## config.mk

```make
export PLATFORM = sky130hd
export DESIGN_NAME = gfx_compositor
export DESIGN_NICKNAME = d
export VERILOG_FILES = /design/src/rtl/gfx_compositor.sv
export SDC_FILE = /design/constraint.sdc
export NUM_CORES = 2
export LEC_CHECK = 0
export CAP_MARGIN = 10
export CORE_MARGIN = 4
export CORE_UTILIZATION = 40
export DETAILED_ROUTE_END_ITERATION = 12
export SLEW_MARGIN = 20
export SYNTH_ARGS = -nofsm -noshare
export SYNTH_HDL_FRONTEND = slang
export SYNTH_SLANG_ARGS = --single-unit
```

## constraint.sdc

```tcl
create_clock -name i_clk -period 7.72 [get_ports i_clk]
set_input_delay 1.544 -clock i_clk [delete_from_list [all_inputs] [get_ports i_clk]]
set_output_delay 1.544 -clock i_clk [all_outputs]
set_load 0.05 [all_outputs]
```

## src/rtl/gfx_compositor.sv

```systemverilog
// gfx_compositor: raster timing, priority compositing of up to four layer indices through a
// 256-entry palette, frame-shadowed layer registers, and vblank/line-compare interrupts.
module gfx_compositor #(
    parameter int BITS         = 16,
    parameter int ADDRESS_BITS = 9,
    parameter int NUM_LAYERS   = 4,
    parameter int COLOR_BITS   = 12,
    parameter int H_PIXELS     = 640,
    parameter int H_FRONT      = 16,
    parameter int H_SYNC       = 96,
    parameter int H_BACK       = 48,
    parameter int V_LINES      = 480,
    parameter int V_FRONT      = 10,
    parameter int V_SYNC       = 2,
    parameter int V_BACK       = 33
) (
    input  logic                    i_clk,
    input  logic                    i_rst,
    input  logic [ADDRESS_BITS-1:0] i_address,
    input  logic [BITS-1:0]         i_data_in,
    input  logic                    i_wr,
    output logic [BITS-1:0]         o_data_out,
    input  logic [8*NUM_LAYERS-1:0] i_layer_index,
    output logic [9:0]              o_x,
    output logic [9:0]              o_y,
    output logic                    o_h_tick,
    output logic                    o_v_tick,
    output logic                    o_hs,
    output logic                    o_vs,
    output logic [3:0]              o_rr,
    output logic [3:0]              o_gg,
    output logic [3:0]              o_bb,
    output logic                    o_irq
);
    localparam logic [9:0] H_LAST = 10'(H_PIXELS + H_FRONT + H_SYNC + H_BACK - 1);
    localparam logic [9:0] V_LAST = 10'(V_LINES + V_FRONT + V_SYNC + V_BACK - 1);
    localparam logic [9:0] H_ACT  = 10'(H_PIXELS);
    localparam logic [9:0] V_ACT  = 10'(V_LINES);
    localparam logic [9:0] HS_ON  = 10'(H_PIXELS + H_FRONT);
    localparam logic [9:0] HS_OFF = 10'(H_PIXELS + H_FRONT + H_SYNC);
    localparam logic [9:0] VS_ON  = 10'(V_LINES + V_FRONT);
    localparam logic [9:0] VS_OFF = 10'(V_LINES + V_FRONT + V_SYNC);
    localparam logic [ADDRESS_BITS-1:0] A_CTRL  = ADDRESS_BITS'('h100);
    localparam logic [ADDRESS_BITS-1:0] A_EN    = ADDRESS_BITS'('h101);
    localparam logic [ADDRESS_BITS-1:0] A_PRIO  = ADDRESS_BITS'('h102);
    localparam logic [ADDRESS_BITS-1:0] A_BG    = ADDRESS_BITS'('h103);
    localparam logic [ADDRESS_BITS-1:0] A_FRAME = ADDRESS_BITS'('h104);
    localparam logic [ADDRESS_BITS-1:0] A_ST    = ADDRESS_BITS'('h105);
    localparam logic [ADDRESS_BITS-1:0] A_LINE  = ADDRESS_BITS'('h106);

    logic [9:0]            r_h, r_v;
    logic [3:0]            r_ctrl;
    logic [NUM_LAYERS-1:0] r_en_pend, r_en_act;
    logic [7:0]            r_prio_pend, r_prio_act;
    logic [COLOR_BITS-1:0] r_bg_pend, r_bg_act;
    logic [15:0]           r_frame;
    logic [1:0]            r_st;
    logic [9:0]            r_line;
    logic [BITS-1:0]       r_dout;
    logic [COLOR_BITS-1:0] r_pal [256];
    logic [7:0]            r1_idx;
    logic                  r1_tr, r1_vis, r2_tr, r2_vis;
    logic [COLOR_BITS-1:0] r1_bg, r2_bg, r2_pal, r3_rgb;
    logic [2:0]            r_hs, r_vs;

    logic            w_h_tick, w_v_tick, w_hs, w_vs, w_win;
    logic [1:0]      w_set, w_clr, w_id;
    logic [7:0]      w_idx;
    logic [31:0]     w_lay;
    logic [3:0]      w_en;
    logic [BITS-1:0] w_rd;
    logic            w_unused;

    assign w_h_tick = r_h == 10'd0;
    assign w_v_tick = w_h_tick && r_v == 10'd0;
    assign w_hs     = !(r_h >= HS_ON && r_h < HS_OFF) ^ r_ctrl[1];
    assign w_vs     = !(r_v >= VS_ON && r_v < VS_OFF) ^ r_ctrl[1];
    assign w_set    = {r_h == H_ACT && r_v == r_line, w_h_tick && r_v == V_ACT};
    assign w_clr    = (i_wr && i_address == A_ST) ? i_data_in[1:0] : 2'b00;
    // Missing layers read as index 0 and disabled, so any id >= NUM_LAYERS can never win.
    assign w_lay    = 32'(i_layer_index);
    assign w_en     = 4'(r_en_act);
    assign w_unused = ^i_data_in[BITS-1:COLOR_BITS];

    // Scan from the lowest rank last so rank 0 has the final say.
    always_comb begin
        w_win = 1'b0;
        w_idx = 8'd0;
        w_id  = 2'd0;
        for (int k = NUM_LAYERS - 1; k >= 0; k--) begin
            w_id = r_prio_act[2*k +: 2];
            if (w_en[w_id] && w_lay[{w_id, 3'b000} +: 4] != 4'd0) begin
                w_win = 1'b1;
                w_idx = w_lay[{w_id, 3'b000} +: 8];
            end
        end
    end

    always_comb begin
        w_rd = '0;
        case (i_address)
            A_CTRL:  w_rd = BITS'(r_ctrl);
            A_EN:    w_rd = BITS'(r_en_pend);
            A_PRIO:  w_rd = BITS'(r_prio_pend);
            A_BG:    w_rd = BITS'(r_bg_pend);
            A_FRAME: w_rd = BITS'(r_frame);
            A_ST:    w_rd = BITS'(r_st);
            A_LINE:  w_rd = BITS'(r_line);
            default: w_rd = '0;
        endcase
    end

    always_ff @(posedge i_clk or posedge i_rst) begin
        if (i_rst) begin
            r_h         <= '0;
            r_v         <= '0;
            r_ctrl      <= '0;
            r_en_pend   <= '1;
            r_en_act    <= '1;
            r_prio_pend <= 8'hE4;
            r_prio_act  <= 8'hE4;
            r_bg_pend   <= '0;
            r_bg_act    <= '0;
            r_frame     <= '0;
            r_st        <= '0;
            r_line      <= '0;
            r_dout      <= '0;
            r1_idx      <= '0;
            r1_tr       <= 1'b0;
            r1_vis      <= 1'b0;
            r1_bg       <= '0;
            r2_tr       <= 1'b0;
            r2_vis      <= 1'b0;
            r2_bg       <= '0;
            r2_pal      <= '0;
            r3_rgb      <= '0;
            r_hs        <= 3'b111;
            r_vs        <= 3'b111;
        end else begin
            r_h <= (r_h == H_LAST) ? '0 : r_h + 10'd1;
            if (r_h == H_LAST) r_v <= (r_v == V_LAST) ? '0 : r_v + 10'd1;
            if (w_v_tick) begin
                r_en_act   <= r_en_pend;
                r_prio_act <= r_prio_pend;
                r_bg_act   <= r_bg_pend;
                r_frame    <= r_frame + 16'd1;
            end
            if (i_wr)
                case (i_address)
                    A_CTRL:  r_ctrl      <= i_data_in[3:0];
                    A_EN:    r_en_pend   <= i_data_in[NUM_LAYERS-1:0];
                    A_PRIO:  r_prio_pend <= i_data_in[7:0];
                    A_BG:    r_bg_pend   <= i_data_in[COLOR_BITS-1:0];
                    A_LINE:  r_line      <= i_data_in[9:0];
                    default: ;
                endcase
            r_st   <= (r_st & ~w_clr) | w_set;
            r_dout <= w_rd;
            r1_idx <= w_idx;
            r1_tr  <= !w_win;
            r1_vis <= r_h < H_ACT && r_v < V_ACT && r_ctrl[0];
            r1_bg  <= r_bg_act;
            r2_tr  <= r1_tr;
            r2_vis <= r1_vis;
            r2_bg  <= r1_bg;
            r2_pal <= r_pal[r1_idx];
            r3_rgb <= r2_vis ? (r2_tr ? r2_bg : r2_pal) : '0;
            r_hs   <= {r_hs[1:0], w_hs};
            r_vs   <= {r_vs[1:0], w_vs};
        end
    end

    always_ff @(posedge i_clk)
        if (i_wr && i_address < A_CTRL) r_pal[i_address[7:0]] <= i_data_in[COLOR_BITS-1:0];

    assign o_x                = r_h;
    assign o_y                = r_v;
    assign o_h_tick           = w_h_tick;
    assign o_v_tick           = w_v_tick;
    assign o_hs               = r_hs[2];
    assign o_vs               = r_vs[2];
    assign {o_rr, o_gg, o_bb} = r3_rgb;
    assign o_data_out         = r_dout;
    assign o_irq              = (r_st[0] & r_ctrl[2]) | (r_st[1] & r_ctrl[3]);
endmodule

```

Yosys cells after proc, flatten, opt, wreduce, memory -nomap -nowiden

Memory sizes are Yosys's and may differ from the RTL's. A register that Yosys moved wholly into a read port is not among the register bits.
Cells that the tools add are included.

Flip-flop bits (word level): 170
Memory bits (writable): 3072
Input bits: 60
Output and inout bits: 53
Word-level logic and storage cells: 117
Memories kept: 1

$add $sub $neg: 3
$lt $le $gt $ge: 11
Equal/unequal tests: 12
Shift operators: 8
Muxes and demuxes: 24
Bitwise gates (word level): 8
Reductions and logical operators: 27

Memory list:

| name  | depth | width | read ports | clocked after Yosys merged registers in | wr ports | line | text |
|---|---|---|---|---|---|---|---|
| r_pal | 256   | 12    | 1          | 1                                       | 1        | 60   | `logic [COLOR_BITS-1:0] r_pal [256];` |

Operator list:

| operator                                                     | count |
|---|---|
| indexed part select 32 x 6 -> 4 bit                          | 4 |
| indexed part select 32 x 6 -> 8 bit                          | 4 |
| case mux 16 bit (7 select lines)                             | 1 |
| == test 9 bit (second input constant)                        | 7 |
| two-way mux 8 bit                                            | 4 |
| == test 10 bit (second input constant)                       | 3 |
| two-way mux 12 bit                                           | 2 |
| adder 10 x 1 -> 10 bit (second input constant)               | 2 |
| zero test 10 bit                                             | 2 |
| less-than comparator 10 bit (second input constant)          | 2 |
| less-than comparator 10 x 9 -> 1 bit (second input constant) | 2 |
| two-way mux 10 bit                                           | 2 |
| adder 16 x 1 -> 16 bit (second input constant)               | 1 |
| nonzero test 4 bit                                           | 4 |
| logical AND 1 bit                                            | 13 |
| less-than comparator 2 x 3 -> 1 bit (second input constant)  | 4 |
| == test 10 bit                                               | 1 |
| == test 10 x 9 -> 1 bit (second input constant)              | 1 |
| >= comparator 10 bit (second input constant)                 | 1 |
| >= comparator 10 x 9 -> 1 bit (second input constant)        | 1 |
| two-way mux 1 bit                                            | 10 |
| AND reduction 2 bit                                          | 5 |
| less-than comparator 9 bit (second input constant)           | 1 |
| binary-select mux 1 bit (select 2 bit)                       | 4 |
| 8 further kinds                                              | 12 |

Longest topological paths before layout

Word-level depth: 8
Depth in mapped cells: 12
Mapped depth without buffers: 8

Least setup slack after synthesis

No wires, ideal clock.

Path type: flip-flop to output port
Start: register r_h[0] (netlist: o_x[0])
End: output port o_v_tick
Arrival: 2398 ps
Required time: 6176 ps
Path slack: 3778 ps
Cell stages (with the launch flop): 9
Buffers on the path: 2
Cells stage by stage: dfrtp_1 > inv_1 > ha_1 > nor4b_2 > nand4_1 > or4_4 > clkinv_1 > buf_4 > buf_2

Word-level cells in the longest chain between the ends: 2

Ends and longest elaborated chain:

| item                   | line | text |
|---|---|---|
| from (decl)            | 51   | `logic [9:0] r_h, r_v;` |
| from (signal assigned) | 140  | `r_h <= (r_h == H_LAST) ? '0 : r_h + 10'd1;` |
| zero test 10 bit       | 74   | `assign w_h_tick = r_h == 10'd0;` |
| logical AND 1 bit      | 75   | `assign w_v_tick = w_h_tick && r_v == 10'd0;` |
| to (decl)              | 27   | `output logic o_v_tick,` |

Every way passes these cells.

Final worst setup path

Ends and elaborated chain as after synthesis.

==> results by group <==
Run status
  • Status: finished, final reports clean

Clock tree
  • CTS tree: yes
  • Clk_lat worst skew: 0.88 ns
  • CTS hold repair buffers: 0
  • H-tree levels: 5
  • Clk root buf: clkbuf_16
  • Post-CTS setup buffers: 0
  • Clock tree buffer depth: 4
  • Cts bufs inserted: 326
  • Worst-path clk slew: 0.06 ns
  • Cells resized by post-CTS repair: 0
  • Clock sinks: 3254

Hold path
  • Hold Crit Class: register to register

STA
  • Final period util: 74.1%
  • Final Slew Violations: 0
  • Fin crit period: 5.72 ns
  • Final Hold Violating Endpoints: 0
  • Normalized max-slew margin: 14.9%
  • Worst Max-Slew Pin Slew: 1.28 ns
  • Unrepaired setup endpoints after global routing: false
  • Layout Skew: 0.0527 ns
  • Endpoints failing setup: 0
  • F_max: 175 MHz
  • Worst Setup Slack, final: 2.00 ns
  • Worst Hold Margin: 0.348 ns
  • Setup_tns: 0 ns

Synthesis
  • Synth cell count leaders: edfxtp_1 (3072), mux4_2 (686), nor2_1 (334)
  • Count leader, synth: edfxtp_1
  • Top cells by area, synth: edfxtp_1 (73%), mux4_2 (12%), dfrtp_1 (3.2%), mux2i_1 (1.9%), a22oi_1 (1.7%)
  • Post-Synthesis Cell Area: 0.126 mm²
  • Synth Flop Type: edfxtp_1
  • Sequential area share after synthesis: 76.7%
  • Unique masters post-synth: 84
  • EDFF count, synth: 3072
  • Post-Syn Nets: 6099
  • Area share of the largest cell type after synthesis: 73.1%
  • Post-Syn Instances: 6033
  • Post-synth top area cell: edfxtp_1
  • Yosys Warn Count: 0
  • Avg Cell Area, Syn: 20.9 µm²
  • Async SR Flop Fraction: 5.59%
  • #FFs+latches synth: 3254

Setup path
  • Setup crit start kind: register
  • Reg2Reg Depth: 7
  • Reg2reg start: r1_idx[0]
  • CP arrival: 4.17 ns
  • Critical path type: register to output port
  • Worst Setup End Kind: output port
  • Worst reg2reg setup slack: 2.79 ns
  • Crit-path max FO: 25
  • CP max stage cell: clkdlybuf4s50_1
  • CP endpoint: o_v_tick
  • RR Endpoint: r2_pal[2]
  • Source of the critical timing path: o_x[0]
  • Crit-path max cell delay: 0.95 ns
  • Worst path cell trace: inv_1, ha_1, nor4b_2, nand4_1, or4_4, clkinv_1, clkdlybuf4s50_1
  • Req. time, crit path: 6.18 ns

Route
  • Vias: 62200
  • DRT Wirelength: 325000 µm
  • Wire per inst: 30.3 µm
  • Starting DRC count in detailed routing: 7721
  • TritonRoute pass-1 iters: 6
  • DR DRC count: 0
  • Antenna Violating Nets Remaining: 0
  • Vias per cell: 5.81

Power
  • Sequential Power Share: 54.8%
  • Internal Power: 28.3 mW
  • Maximum VDD drop: 173 µV
  • Net Sw Frac: 19.7%
  • P_leak: 43.2 nW
  • Clock share of power: 43.8%
  • Switching pwr: 6.96 mW
  • Power Density: 247 mW/mm²
  • Combinational share of power: 1.4%

Global route
  • First-pass GRT wire length: 464000 µm
  • Total GRT Usage: 19.7%
  • Initial antenna violation count: 12
  • Largest net degree at the start of global routing: 173
  • GRT overflow: 0
  • Vias in the first global route: 62300

Final layout
  • Fin area: 0.143 mm²
  • Synth-to-Final Area Change: 13.3%
  • Share of layout cells above drive strength 1: 25.8%
  • Layout fillers: 26000
  • Layout Nets: 6360

Flow run
  • Maxcap violations: 0

Floorplan
  • Row count: 206
  • DIE AREA: 0.325 mm²
  • Core footprint: 0.315 mm²
  • Die height: 570 µm
  • I/O Pins: 113
  • DIE WIDTH: 570 µm
  • Initial Util: 40.1%

Placed design
  • DP Area: 0.133 mm²
  • Dpl ws: 1.82 ns
  • Hpwl dp: 192000 µm
  • Placer Congestion: 0.818
  • IO buf count: 108
-- logic make-up after synthesis --
family / count (synthesis) / synth area share (%)
compound gates: 682 / 3.81
buf+inv: 365 / 1.83
mux: 984 / 14.8
fa+ha+maj: 6 / 0.0594
xor+xnor: 39 / 0.271
flops: 3254 / 76.7
simple gates: 703 / 2.58
-- layout by cell type (no fill, tap or decap), drive strengths merged, types with 11 or more instances in the layout --
master | Yosys | routed
dfstp | 22 | 22
a21oi | 145 | 145
mux4 | 695 | 695
o32ai | 11 | 11
xor2 | 15 | 15
a21boi | 19 | 19
o221ai | 50 | 50
inv | 14 | 24
nand2b | 11 | 11
buf | 197 | 186
a221oi | 20 | 20
mux2i | 234 | 234
nor4 | 49 | 49
clkinvlp | 0 | 12
nand4 | 17 | 17
a22oi | 288 | 288
nor2b | 29 | 29
xnor2 | 24 | 24
clkinv | 2 | 123
nand2 | 125 | 125
dfrtp | 160 | 160
bufinv | 0 | 27
clkbuf | 151 | 404
o21ai | 38 | 38
edfxtp | 3072 | 3072
mux2 | 55 | 55
nor2 | 335 | 335
nand3 | 39 | 39
o22ai | 52 | 52
clkdlybuf4s50 | 0 | 96
nor3 | 53 | 53
-- layout make-up --
class                   count  area (µm²)  area share (%)
multi-input cells        2414       27900            19.5
clock buffers             404        8740            6.11
repair buffers            282        2740            1.91
flip-flops and latches   3254       96800            67.7
diodes                      9        22.5          0.0157
clock inverters           170        1550            1.08
inverters                  16        67.6          0.0472
well taps                4160        5200            3.64
-- worst min path at each step --
| stage | start | to | slack (ns) | cells after the start |
|---|---|---|---|---|
| 2_1_floorplan | r1_bg[0] | r2_bg[0] | 0.33 | 0 |
| 3_3_place_gp | r1_bg[10] | r2_bg[10] | 0.34 | 0 |
| 3_5_place_dp | r1_bg[3] | r2_bg[3] | 0.34 | 0 |
| 4_1_cts | r1_bg[3] | r2_bg[3] | 0.35 | 0 |
| 5_1_grt | r_vs[1] | r_vs[2] | 0.36 | 0 |
| 6_report | r1_bg[9] | r2_bg[9] | 0.35 | 0 |
-- worst max-delay path: cells and delay by family, from the launching register on --
family                     cells  cell delay, ns
DFF                            1            0.42
and+or+nand+nor                3            1.16
buffers and inverters          3            1.59
adders and majority gates      1            0.15
-- per-layer routing --
layer / wire length, µm / GRT usage [%] / up-vias
li1: - / - / 25800
met1: 133000 / 27.9 / 33400
met2: 157000 / 31.7 / 2603
met3: 25800 / 3.42 / 441
met4: 8740 / 5.04 / 2
met5: 13 / 0 / -
-- power by group through the flow --
| stage | Combinational, mW | Sequential (mW) | Clock, mW |
|---|---|---|---|
| detailed placement | 0.516 | 19.7 | 0 |
| global placement | 0.485 | 19.7 | 0 |
| floorplan | 0.0879 | 19.7 | 0 |
| CTS | 0.515 | 19.3 | 15.7 |
| finish | 0.508 | 19.3 | 15.4 |
| global route | 0.542 | 19.3 | 16.5 |
-- per-stage QoR --
step	utilization [%]	instances	total power, mW
6_report	45.5	10700	35.3
5_1_grt	45.4	10700	36.3
4_1_cts	45.4	10700	35.6
3_5_place_dp	42.1	10100	20.2
3_3_place_gp	42.0	10100	20.2
2_1_floorplan	-	6033	19.8
-- registers in the layout (all words and copies together), names as in the netlist, 12 cells and up --
| name | cells |
|---|---|
| r_bg_act | 12 |
| r2_pal | 12 |
| r1_bg | 12 |
| r3_rgb | 12 |
| r2_bg | 12 |
| o_data_out | 16 |
| r_pal | 3072 |
| r_bg_pend | 12 |
| r_frame | 16 |
No activity file was read; power rests on OpenSTA's default activity.
